File: config.mk
export PLATFORM = sky130hd
export DESIGN_NAME = uart_trans_fifo
export DESIGN_NICKNAME = d
export VERILOG_FILES = /design/src/rtl/uart_pkg.sv /design/src/rtl/uart_tx_fifo.sv /design/src/rtl/uart_trans_fifo.sv
export SDC_FILE = /design/constraint.sdc
export NUM_CORES = 1
export LEC_CHECK = 0
export CAP_MARGIN = 20
export CORE_ASPECT_RATIO = 0.5
export CORE_MARGIN = 2
export CORE_UTILIZATION = 50
export CTS_BUF_LIST = sky130_fd_sc_hd__clkbuf_16
export DETAILED_ROUTE_END_ITERATION = 10
export PLACE_DENSITY = 0.73
export SYNTH_ARGS = -nofsm -noshare
export SYNTH_HDL_FRONTEND = slang
export SYNTH_SLANG_ARGS = --single-unit
File: constraint.sdc
create_clock -name clk -period 4.3 [get_ports clk]
set_input_delay 1.075 -clock clk [delete_from_list [all_inputs] [get_ports clk]]
set_output_delay 1.075 -clock clk [all_outputs]
set_load 0.01 [all_outputs]
File: src/rtl/uart_pkg.sv
// Shared types and frame-length helper for the FIFO-buffered UART transmitter.
// Parity is compiled in when UART_TX_PARITY_EN is defined.
package uart_pkg;

  typedef enum logic {
    IDLE = 1'b0,
    XMIT = 1'b1
  } uart_tx_state_t;

  localparam int BAUD_DIV_DEFAULT = 2604;

`ifdef UART_TX_PARITY_EN
  localparam int PARITY_BITS = 1;
`else
  localparam int PARITY_BITS = 0;
`endif

  // Start bit + data + optional parity + stop bits.
  function automatic int frame_bits(input int data_bits, input int stop_bits,
                                    input int parity_bits);
    return 1 + data_bits + parity_bits + stop_bits;
  endfunction

endpackage

File: src/rtl/uart_tx_fifo.sv
// Small synchronous FIFO feeding the UART shifter; head entry is readable
// combinationally so it can be loaded on the same edge it is popped.
module uart_tx_fifo #(
  parameter int WIDTH = 8,
  parameter int DEPTH = 4
) (
  input  logic             clk,
  input  logic             rst,
  input  logic             push,
  input  logic [WIDTH-1:0] wr_data,
  input  logic             pop,
  output logic [WIDTH-1:0] rd_data,
  output logic             full,
  output logic             empty
);

  localparam int AW = $clog2(DEPTH);

  logic [WIDTH-1:0] mem [DEPTH];
  logic [AW:0]      wr_ptr_reg, wr_ptr_next;
  logic [AW:0]      rd_ptr_reg, rd_ptr_next;
  logic             full_reg, empty_reg;
  logic             do_push, do_pop;

  assign do_push = push & ~full_reg;
  assign do_pop  = pop & ~empty_reg;

  assign wr_ptr_next = wr_ptr_reg + {{AW{1'b0}}, do_push};
  assign rd_ptr_next = rd_ptr_reg + {{AW{1'b0}}, do_pop};

  always_ff @(posedge clk) begin
    if (do_push) begin
      mem[wr_ptr_reg[AW-1:0]] <= wr_data;
    end
  end

  assign rd_data = mem[rd_ptr_reg[AW-1:0]];

  // Flags are registered from the next pointers; the wrap bit separates full from empty.
  always_ff @(posedge clk) begin
    if (rst) begin
      wr_ptr_reg <= '0;
      rd_ptr_reg <= '0;
      full_reg   <= 1'b0;
      empty_reg  <= 1'b1;
    end else begin
      wr_ptr_reg <= wr_ptr_next;
      rd_ptr_reg <= rd_ptr_next;
      full_reg   <= (wr_ptr_next[AW] != rd_ptr_next[AW]) &&
                    (wr_ptr_next[AW-1:0] == rd_ptr_next[AW-1:0]);
      empty_reg  <= (wr_ptr_next == rd_ptr_next);
    end
  end

  assign full  = full_reg;
  assign empty = empty_reg;

endmodule

File: src/rtl/uart_trans_fifo.sv
// FIFO-buffered UART transmitter: start, DATA_BITS LSB first, optional parity
// (UART_TX_PARITY_EN), STOP_BITS stop bits; back-to-back frames with no gap.
module uart_trans_fifo
  import uart_pkg::*;
#(
  parameter int BAUD_DIV   = BAUD_DIV_DEFAULT,
  parameter int DATA_BITS  = 8,
  parameter int STOP_BITS  = 1,
  parameter int FIFO_DEPTH = 4
) (
  input  logic                 clk,
  input  logic                 rst,
  input  logic                 trmt,
  input  logic [DATA_BITS-1:0] tx_data,
  input  logic                 parity_odd,
  output logic                 TX,
  output logic                 full,
  output logic                 overflow,
  output logic                 tx_done
);

  localparam int FRAME_BITS = frame_bits(DATA_BITS, STOP_BITS, PARITY_BITS);
  localparam int BIT_W      = $clog2(FRAME_BITS + 1);
  localparam int BAUD_W     = (BAUD_DIV > 1) ? $clog2(BAUD_DIV) : 1;

  uart_tx_state_t state_reg, state_next;

  logic [BAUD_W-1:0]     baud_cnt_reg;
  logic [BIT_W-1:0]      bit_cnt_reg;
  logic [FRAME_BITS-1:0] shift_reg;
  logic [FRAME_BITS-1:0] frame_word;
  logic [DATA_BITS-1:0]  fifo_rd_data;
  logic                  fifo_empty;
  logic                  push_accept;
  logic                  baud_tick, frame_end;
  logic                  load, shift;
  logic                  overflow_reg, tx_done_reg;

  assign push_accept = trmt & ~full;

  uart_tx_fifo #(
    .WIDTH (DATA_BITS),
    .DEPTH (FIFO_DEPTH)
  ) u_fifo (
    .clk     (clk),
    .rst     (rst),
    .push    (trmt),
    .wr_data (tx_data),
    .pop     (load),
    .rd_data (fifo_rd_data),
    .full    (full),
    .empty   (fifo_empty)
  );

  assign baud_tick = (state_reg == XMIT) && (baud_cnt_reg == BAUD_W'(BAUD_DIV - 1));
  assign frame_end = baud_tick && (bit_cnt_reg == BIT_W'(FRAME_BITS - 1));

  always_ff @(posedge clk) begin
    if (rst) begin
      state_reg <= IDLE;
    end else begin
      state_reg <= state_next;
    end
  end

  always_comb begin
    state_next = state_reg;
    case (state_reg)
      IDLE:    if (!fifo_empty) state_next = XMIT;
      XMIT:    if (frame_end && fifo_empty) state_next = IDLE;
      default: state_next = IDLE;
    endcase
  end

  // A load both starts a frame from idle and chains the next one at frame end.
  always_comb begin
    load  = 1'b0;
    shift = 1'b0;
    case (state_reg)
      IDLE: load = !fifo_empty;
      XMIT: begin
        load  = frame_end && !fifo_empty;
        shift = baud_tick && !load;
      end
      default: ;
    endcase
  end

  always_comb begin
    frame_word                = '1;
    frame_word[0]             = 1'b0;
    frame_word[DATA_BITS:1]   = fifo_rd_data;
`ifdef UART_TX_PARITY_EN
    frame_word[DATA_BITS+1]   = (^fifo_rd_data) ^ parity_odd;
`endif
  end

`ifndef UART_TX_PARITY_EN
  logic unused_parity_odd;
  assign unused_parity_odd = parity_odd;
`endif

  always_ff @(posedge clk) begin
    if (rst) begin
      shift_reg    <= '1;
      baud_cnt_reg <= '0;
      bit_cnt_reg  <= '0;
    end else if (load) begin
      shift_reg    <= frame_word;
      baud_cnt_reg <= '0;
      bit_cnt_reg  <= '0;
    end else if (shift) begin
      shift_reg    <= {1'b1, shift_reg[FRAME_BITS-1:1]};
      baud_cnt_reg <= '0;
      bit_cnt_reg  <= frame_end ? '0 : bit_cnt_reg + BIT_W'(1);
    end else if (state_reg == XMIT) begin
      baud_cnt_reg <= baud_cnt_reg + BAUD_W'(1);
    end
  end

  assign TX = shift_reg[0];

  always_ff @(posedge clk) begin
    if (rst) begin
      overflow_reg <= 1'b0;
      tx_done_reg  <= 1'b1;
    end else begin
      overflow_reg <= trmt & full;
      tx_done_reg  <= !push_accept && (state_reg == IDLE) && fifo_empty;
    end
  end

  assign overflow = overflow_reg;
  assign tx_done  = tx_done_reg;

endmodule

==> flow_metrics.tcl, run 1 <==
set metrics [dict create \
    dp.cells 300 \
    r2r_start "baud_cnt_reg[6]" \
    place_area_um2 3010 \
    syn_nets 238 \
    maxSlewViolCount 0 \
    tritoncts "done" \
    cp-end-kind "register" \
    finish.utilization_pct 60.8 \
    critPathMaxFanout 11 \
    routed_wl_um 4890 \
    portBuffers 14 \
    rsz0062_at_grt "false" \
    clock_latency_ps 330 \
    largest_reg_flops 32 \
    skew_ps 6.84 \
    grt_antenna_before_repair 0 \
    hold_path_class "reg -> reg" \
    crit_path_end "u_fifo.empty" \
    synthToLayoutAreaGrowth_pct 18.4 \
    relSlewSlack_pct 51.0 \
    final_cell_mix "dfxtp_1, edfxtp_1, nor2_1" \
    syn_area_um2 2800 \
    dp_hpwl_um 3220 \
    syn_avg_cell_area_um2 12.8 \
    die_area_um2 6240 \
    cts_root_buf "clkbuf_16" \
    max_stage_delay_ps 590 \
    fin_crit_ps 2860 \
    hold_viol 0 \
    die_y_um 56.9 \
    synth-seq-cells 68 \
    drtIter0Drc 81 \
    nFillCells 399 \
    syn_inst 219 \
    dieWidth_um 110 \
    reg2reg_depth 10 \
    fmax_mhz 350 \
    async_flop_share_pct 0 \
    drive_gt1_share_pct 14.4 \
    diodes 0 \
    rr_endpoint "u_fifo.empty" \
    fin_total_pwr_mw 1.81 \
    finalWeightedCongestion 0.803 \
    vias_per_cell 5.51 \
    clockBufferDepth 2 \
    grt_use_total_pct 18.6 \
    path_delay_family "simple AND/OR/NAND/NOR gates" \
    setup_viol 0 \
    row_count 19 \
    final_cells 316 \
    stdcell_area_um2 3310 \
    cp.arrival_ps 3120 \
    pin_count 16 \
    hold_buffers 0 \
    startpoint_type "register" \
    dp_slack_ps 1430 \
    num_vias 1740 \
    grt_max_degree 20 \
    drt_first_pass_iters 4 \
    multi_input_area_um2 1040 \
    cts_buffers 9 \
    grt_pass1_wl_um 8460 \
    synthFlopType "dfxtp_1" \
    h-tree-depth 3 \
    fin_nets 257 \
    ir_drop_uv 334 \
    synth_edf_count 32 \
    fin_setup_tns_ps 0 \
    cts.sinks 68 \
    ant_nets 0 \
    cp_slowest_cell "or4b_4" \
    regArea_um2 1680 \
    ys_warn_count 0 \
    critPathLaunch "baud_cnt_reg[6]" \
    status "complete, no violations" \
    critPathKind "reg -> reg" \
    clk_pin_slew_ps 50 \
    start_util_pct 51.3 \
    p_per_area_nw_per_um2 548 \
    fin_ws_ps 1440 \
    hold_ws_ps 459 \
    worstMarginPinSlew_ps 733 \
    coreArea_um2 5440 \
    critPathBufInv 1 \
    cp_cell_sequence "or4b_4 -> o41ai_2 -> buf_4 -> and2_1 -> ha_1 -> ha_1 -> xnor2_1 -> xnor2_1 -> nand3_1 -> nand2_1" \
    finalCritPeriodShare_pct 66.4 \
    cp.depth 10 \
    yosysSeqAreaShare_pct 60.2 \
    maxCapViolCount 0 \
    required_ps 4560 \
    synthDistinctLibCells 41 \
    cts_resized 0 \
    overflow 0 \
    routedWlPerCell_um 15.5 \
    drc 0 \
    cts_setup_buffers 0 \
    rrSetupSlack_ps 1440 \
    first_global_vias 1731 \
    layout_commonest_cell "dfxtp_1" \
    power_leakage_nw 1.18 \
]
routing by layer:
metal	global-route usage, %	vias up	part of all wire, %
li1	-	855	-
met1	23.2	844	45
met2	28.8	30	48
met3	6.74	11	4.2
met4	9.22	0	2.5
met5	0	-	0
Yosys cell counts (2+ instances only):
| library cell | n | area (um^2) |
|---|---|---|
| or3_1 | 2 | 12.5 |
| nor2b_1 | 4 | 25.0 |
| o21ai_0 | 9 | 45.0 |
| a21oi_1 | 4 | 20.0 |
| nor4_1 | 3 | 18.8 |
| xnor2_1 | 12 | 105 |
| inv_1 | 9 | 33.8 |
| dfxtp_1 | 36 | 721 |
| nand2_1 | 12 | 45.0 |
| clkbuf_1 | 7 | 26.3 |
| or3b_2 | 2 | 17.5 |
| nor3_1 | 5 | 25.0 |
| mux2i_1 | 10 | 100 |
| xor2_1 | 3 | 26.3 |
| nand4_1 | 3 | 18.8 |
| mux4_2 | 8 | 180 |
| nand3_1 | 3 | 15.0 |
| and3_1 | 2 | 12.5 |
| a31oi_1 | 7 | 43.8 |
| ha_1 | 7 | 87.6 |
| nor2_1 | 20 | 75.1 |
| edfxtp_1 | 32 | 961 |
cell families (layout without fill, tap and decap cells):
family                     Yosys count  count (layout)  synth area share [%]
buffers and inverters               18              42                  2.73
AOI/OAI and AO/OA                   27              27                  6.62
xor gates and xnor gates            15              15                  4.70
DFF                                 68              68                  60.2
adders and majority gates            7               7                  3.13
and+or+nand+nor                     66              66                  12.6
muxes                               18              18                  10.0
layout make-up:
cell class                      instances  share of cell area (%)
Clock buffer                            9                    6.81
Tap cell                               73                    2.76
Multi-Input combinational cell        133                    31.4
Timing Repair Buffer                   17                    4.92
Clock inverter                          7                    2.31
Inverter                                9                    1.02
Sequential cell                        68                    50.8
worst min path at each step:
stage                     end  cells after the start    startpoint  slack, ps
detailed placement  state_reg                      1  u_fifo.empty        450
global route        state_reg                      1  u_fifo.empty        500
global placement    state_reg                      1  u_fifo.empty        440
finish              state_reg                      1  u_fifo.empty        460
CTS                 state_reg                      1  u_fifo.empty        460
floorplan           state_reg                      1  u_fifo.empty        430
power by group:
part / leakage [nW] / internal, mW / switching [mW] / total [mW]
sequential: 0.588 / 0.747 / 0.0665 / 0.813
combinational: 0.447 / 0.143 / 0.134 / 0.278
clock: 0.142 / 0.451 / 0.270 / 0.721
worst register-to-register path, delay by kind of cell, from the launching register on:
kind	cells	cell delay (ps)
buffers and inverters	1	220
AOI/OAI and AO/OA	1	350
xor gates and xnor gates	2	340
DFF	1	370
and+or+nand+nor	4	1130
adders and majority gates	2	390
Power figures use the tool's default switching activity.
==> inputs of run 2 (changes only) <==
--- a/config.mk
+++ b/config.mk
@@ -11,7 +11,7 @@
 export CORE_UTILIZATION = 50
 export CTS_BUF_LIST = sky130_fd_sc_hd__clkbuf_16
 export DETAILED_ROUTE_END_ITERATION = 10
-export PLACE_DENSITY = 0.73
+export PLACE_DENSITY = 0.75
 export SYNTH_ARGS = -nofsm -noshare
 export SYNTH_HDL_FRONTEND = slang
 export SYNTH_SLANG_ARGS = --single-unit
==> constraint.sdc (replaced) <==
create_clock -name clk -period 2.6 [get_ports clk]
set_input_delay 0.65 -clock clk [delete_from_list [all_inputs] [get_ports clk]]
set_output_delay 0.65 -clock clk [all_outputs]
set_load 0.01 [all_outputs]
==> run 2 against run 1 <==
Against the previous run:
- fmax increased by 18%
- die area unchanged
- non-clock buffer count increased by 3
- setup slack got worse by 1300 ps
- wire length increased by 1.3%
- first-iteration DRC count decreased by 20%
==> flow_metrics.tcl, run 2 (same netlist as run 1, synthesis figures left out) <==
set metrics [dict create \
    clock_latency_ps 330 \
    coreArea_um2 5440 \
    drive_gt1_share_pct 16.3 \
    h-tree-depth 3 \
    num_vias 1726 \
    skew_ps 7.00 \
    finalCritPeriodShare_pct 93.2 \
    grt_antenna_before_repair 0 \
    pwr-share-clk_pct 41.4 \
    synthToLayoutAreaGrowth_pct 20.7 \
    overflow 0 \
    tritoncts "done" \
    p_per_area_nw_per_um2 926 \
    final_cells 319 \
    ir_drop_uv 489 \
    grt_use_total_pct 18.9 \
    cts_buffers 9 \
    layout_commonest_cell "dfxtp_1" \
    combPwrFrac_pct 15.6 \
    die_y_um 56.9 \
    startpoint_type "register" \
    fin_ws_ps 177 \
    ant_nets 0 \
    portBuffers 14 \
    fmax_mhz 413 \
    switching_share_pct 25.1 \
    status "complete, no violations" \
    multi_input_area_um2 1060 \
    worstMarginPinSlew_ps 574 \
    p_int_mw 2.34 \
    first_global_vias 1837 \
    finalWeightedCongestion 0.789 \
    fin_nets 260 \
    clk_pin_slew_ps 60 \
    maxCapViolCount 0 \
    setup_viol 0 \
    drtIter0Drc 65 \
    critPathMaxFanout 6 \
    cp-end-kind "register" \
    cp.arrival_ps 2700 \
    routedWlPerCell_um 15.5 \
    hold_viol 0 \
    nFillCells 396 \
    cts_setup_buffers 0 \
    cts_root_buf "clkbuf_16" \
    dieWidth_um 110 \
    dp_slack_ps 220 \
    die_area_um2 6240 \
    power_frac_seq_pct 43.0 \
    required_ps 2870 \
    drc 0 \
    row_count 19 \
    power_leakage_nw 1.22 \
    pin_count 16 \
    start_util_pct 51.3 \
    grt_pass1_wl_um 8510 \
    hold_path_class "reg -> reg" \
    grt_max_degree 19 \
    critPathKind "reg -> reg" \
    fin_crit_ps 2420 \
    dp_hpwl_um 3330 \
    maxSlewViolCount 0 \
    finish.utilization_pct 62.0 \
    routed_wl_um 4960 \
    cts.sinks 68 \
    fin_total_pwr_mw 3.12 \
    p_sw_uw 783 \
    vias_per_cell 5.41 \
    drt_first_pass_iters 4 \
    regArea_um2 1680 \
    largest_reg_flops 32 \
    relSlewSlack_pct 61.7 \
    diodes 0 \
    dp.cells 303 \
    final_cell_mix "dfxtp_1, edfxtp_1, nor2_1" \
    clockBufferDepth 2 \
]
[run 2: changes by cell type in the layout (fill, tap and decap cells not counted), sizes merged]
| cell | previous run | this run |
|---|---|---|
| buf | 3 | 6 |
| bufinv | 1 | 2 |
| clkinvlp | 2 | 1 |
[run 2: worst paths after layout]
path                            slack (ps)            start            to  depth (start not counted)
worst max register to register         180  baud_cnt_reg[6]  u_fifo.empty                          9
worst min-delay path                   460     u_fifo.empty     state_reg                          1
worst max-delay path                   180  baud_cnt_reg[6]  u_fifo.empty                          9
worst min register to register         460     u_fifo.empty     state_reg                          1
[run 2: routing by layer]
layer | global-route usage [%] | wire (um)
met1 | 22.3 | 2220
met2 | 29.4 | 2370
met3 | 9.18 | 248
met4 | 8.68 | 119
met5 | 0 | 0
[run 2: what timing repair did]
action                                  CTS  global route
resized for setup                         0             2
hold buffers                              0             0
endpoints found under the setup margin    0             2
[run 2: final cells by class]
class                      count  area share (%)
clock buffer                   9            6.67
tap                           73            2.71
clock inverter                 7            2.93
sequential                    68            49.8
multi-input combinational    133            31.4
inverter                       9            1.00
timing repair buffer          20            5.49
[run 2: through the flow]
| stage | hold WS (ps) | TNS (ps) | area (um^2) |
|---|---|---|---|
| after floorplan | 426 | 0 | 2810 |
| after global placement | 443 | 0 | 3040 |
| after detailed placement | 459 | 0 | 3040 |
| after CTS | 466 | 0 | 3360 |
| after global routing | 507 | -0.628 | 3370 |
| final | 464 | 0 | 3370 |
[run 2: power by group through the flow]
stage	clock network, mW	registers (mW)	logic (mW)
floorplan	0	1.30	0.400
global placement	0	1.36	0.450
detailed placement	0	1.37	0.462
CTS	1.32	1.35	0.473
global route	1.37	1.37	0.538
finish	1.29	1.34	0.486
[run 2: critical path, stage by stage (launching register included)]
cell	delay, ps
dfxtp_1	360
or4b_4	600
o41ai_4	400
and2_4	210
ha_1	140
ha_1	160
xnor2_1	160
xnor2_1	170
nand3_1	90
nand2_1	70
==> inputs of run 3 (changes only) <==
--- a/config.mk
+++ b/config.mk
@@ -6,12 +6,14 @@
 export NUM_CORES = 1
 export LEC_CHECK = 0
 export CAP_MARGIN = 20
+export CELL_PAD_IN_SITES_DETAIL_PLACEMENT = 1
+export CELL_PAD_IN_SITES_GLOBAL_PLACEMENT = 1
 export CORE_ASPECT_RATIO = 0.5
 export CORE_MARGIN = 2
-export CORE_UTILIZATION = 50
+export CORE_UTILIZATION = 43
 export CTS_BUF_LIST = sky130_fd_sc_hd__clkbuf_16
 export DETAILED_ROUTE_END_ITERATION = 10
-export PLACE_DENSITY = 0.75
+export PLACE_DENSITY = 0.78
 export SYNTH_ARGS = -nofsm -noshare
 export SYNTH_HDL_FRONTEND = slang
 export SYNTH_SLANG_ARGS = --single-unit
==> run 3 against run 2 <==
Against the previous run:
- final cell count grew 5.0%
- register-to-register slack got worse by 50 ps
- critical endpoint is now u_fifo.full
- setup slack got worse by 45 ps
- die area is 15% higher
- power is 4.8% lower
- sequential share of layout area rose by 0.35 points
- sequential cell count is the same
- count of clock-buffer cells in the layout is the same
- critical path depth is 1 lower
==> flow_metrics.tcl, run 3 (same netlist as run 1, synthesis figures left out) <==
set metrics [dict create \
    pin_count 16 \
    grt_max_degree 19 \
    dp.cells 319 \
    synthToLayoutAreaGrowth_pct 19.9 \
    finish.utilization_pct 54.2 \
    critPathMaxFanout 6 \
    num_vias 1793 \
    cts_root_buf "clkbuf_16" \
    drtIter0Drc 65 \
    cts.sinks 68 \
    rsz0062_at_grt "false" \
    fmax_mhz 405 \
    required_ps 2850 \
    grt_pass1_wl_um 9600 \
    status "complete, no violations" \
    first_global_vias 1972 \
    final_cell_mix "dfxtp_1, edfxtp_1, nor2_1" \
    tritoncts "done" \
    routedWlPerCell_um 17.2 \
    cp.arrival_ps 2720 \
    final_cells 335 \
    ir_drop_uv 445 \
    cp-end-kind "register" \
    skew_ps 5.55 \
    dp_hpwl_um 3860 \
    vias_per_cell 5.35 \
    hold_path_class "reg -> reg" \
    layout_commonest_cell "dfxtp_1" \
    maxSlewViolCount 0 \
    drt_first_pass_iters 4 \
    coreArea_um2 6180 \
    finalWeightedCongestion 0.767 \
    h-tree-depth 3 \
    portBuffers 14 \
    finalCritPeriodShare_pct 94.9 \
    hold_buffers 0 \
    dieWidth_um 118 \
    drive_gt1_share_pct 15.8 \
    worstMarginPinSlew_ps 604 \
    relSlewSlack_pct 59.7 \
    fin_setup_tns_ps 0 \
    fin_nets 261 \
    setup_viol 0 \
    min_from "baud_cnt_reg[11]" \
    cts_setup_buffers 0 \
    start_util_pct 45.2 \
    power_leakage_nw 1.20 \
    grt_antenna_before_repair 0 \
    p_per_area_nw_per_um2 887 \
    clk_pin_slew_ps 60 \
    overflow 0 \
    die_y_um 61.0 \
    nFillCells 626 \
    cts_resized 0 \
    maxCapViolCount 0 \
    clock_latency_ps 330 \
    ant_nets 0 \
    r2r_start "baud_cnt_reg[6]" \
    critPathLaunch "baud_cnt_reg[6]" \
    row_count 20 \
    drc 0 \
    routed_wl_um 5760 \
    clockBufferDepth 2 \
    diodes 0 \
    largest_reg_flops 32 \
    hold_viol 0 \
    cts_buffers 9 \
    critPathKind "reg -> reg" \
    fin_crit_ps 2470 \
    die_area_um2 7200 \
    startpoint_type "register" \
    grt_use_total_pct 18.2 \
]
-- run 3: layer usage --
metal	vias to the layer above	share of wire [%]	wire (um)	GRT usage, %
li1	853	-	-	-
met1	897	44	2520	19.8
met2	30	50	2900	32.3
met3	13	3.7	214	7.22
met4	0	2.2	128	9.98
met5	-	0	0	0
-- run 3: where the power goes --
group,switching (mW),internal [mW],total (mW)
sequential,0.115,1.23,1.35
combinational,0.236,0.252,0.488
clock,0.476,0.659,1.14
total,0.827,2.15,2.97
-- run 3: cell type report --
class / count / area (um^2) / share of cell area, %
inverter: 9 / 33.8 / 1.01
clock buffer: 9 / 225 / 6.72
tap: 88 / 110 / 3.29
sequential: 68 / 1680 / 50.2
multi-input combinational: 133 / 1050 / 31.3
clock inverter: 7 / 58.8 / 1.76
timing repair buffer: 21 / 193 / 5.75
-- run 3: worst paths after layout --
check / slack [ps] / depth (start not counted) / endpoint
worst max-delay path: 130 / 8 / u_fifo.full
worst min-delay path: 490 / 2 / baud_cnt_reg[11]
worst max register to register: 130 / 8 / u_fifo.full
worst min register to register: 490 / 2 / baud_cnt_reg[11]
-- run 3: worst max-delay path: stages (launching register included) --
cell	delay, ps
dfxtp_1	360
or4b_4	600
o41ai_4	400
and2_1	200
ha_1	150
ha_1	260
xnor2_1	220
nand2_1	80
nor3_1	110
-- run 3: stage by stage --
stage / power, mW / worst slack (ps) / hold slack, ps / area [um^2]
6_report: 2.97 / 132 / 487 / 3350
5_1_grt: 3.13 / 2.23 / 505 / 3350
2_1_floorplan: 1.70 / 48.7 / 426 / 2810
3_3_place_gp: 1.82 / 198 / 450 / 3070
4_1_cts: 3.01 / 110 / 489 / 3350
3_5_place_dp: 1.86 / 136 / 478 / 3070
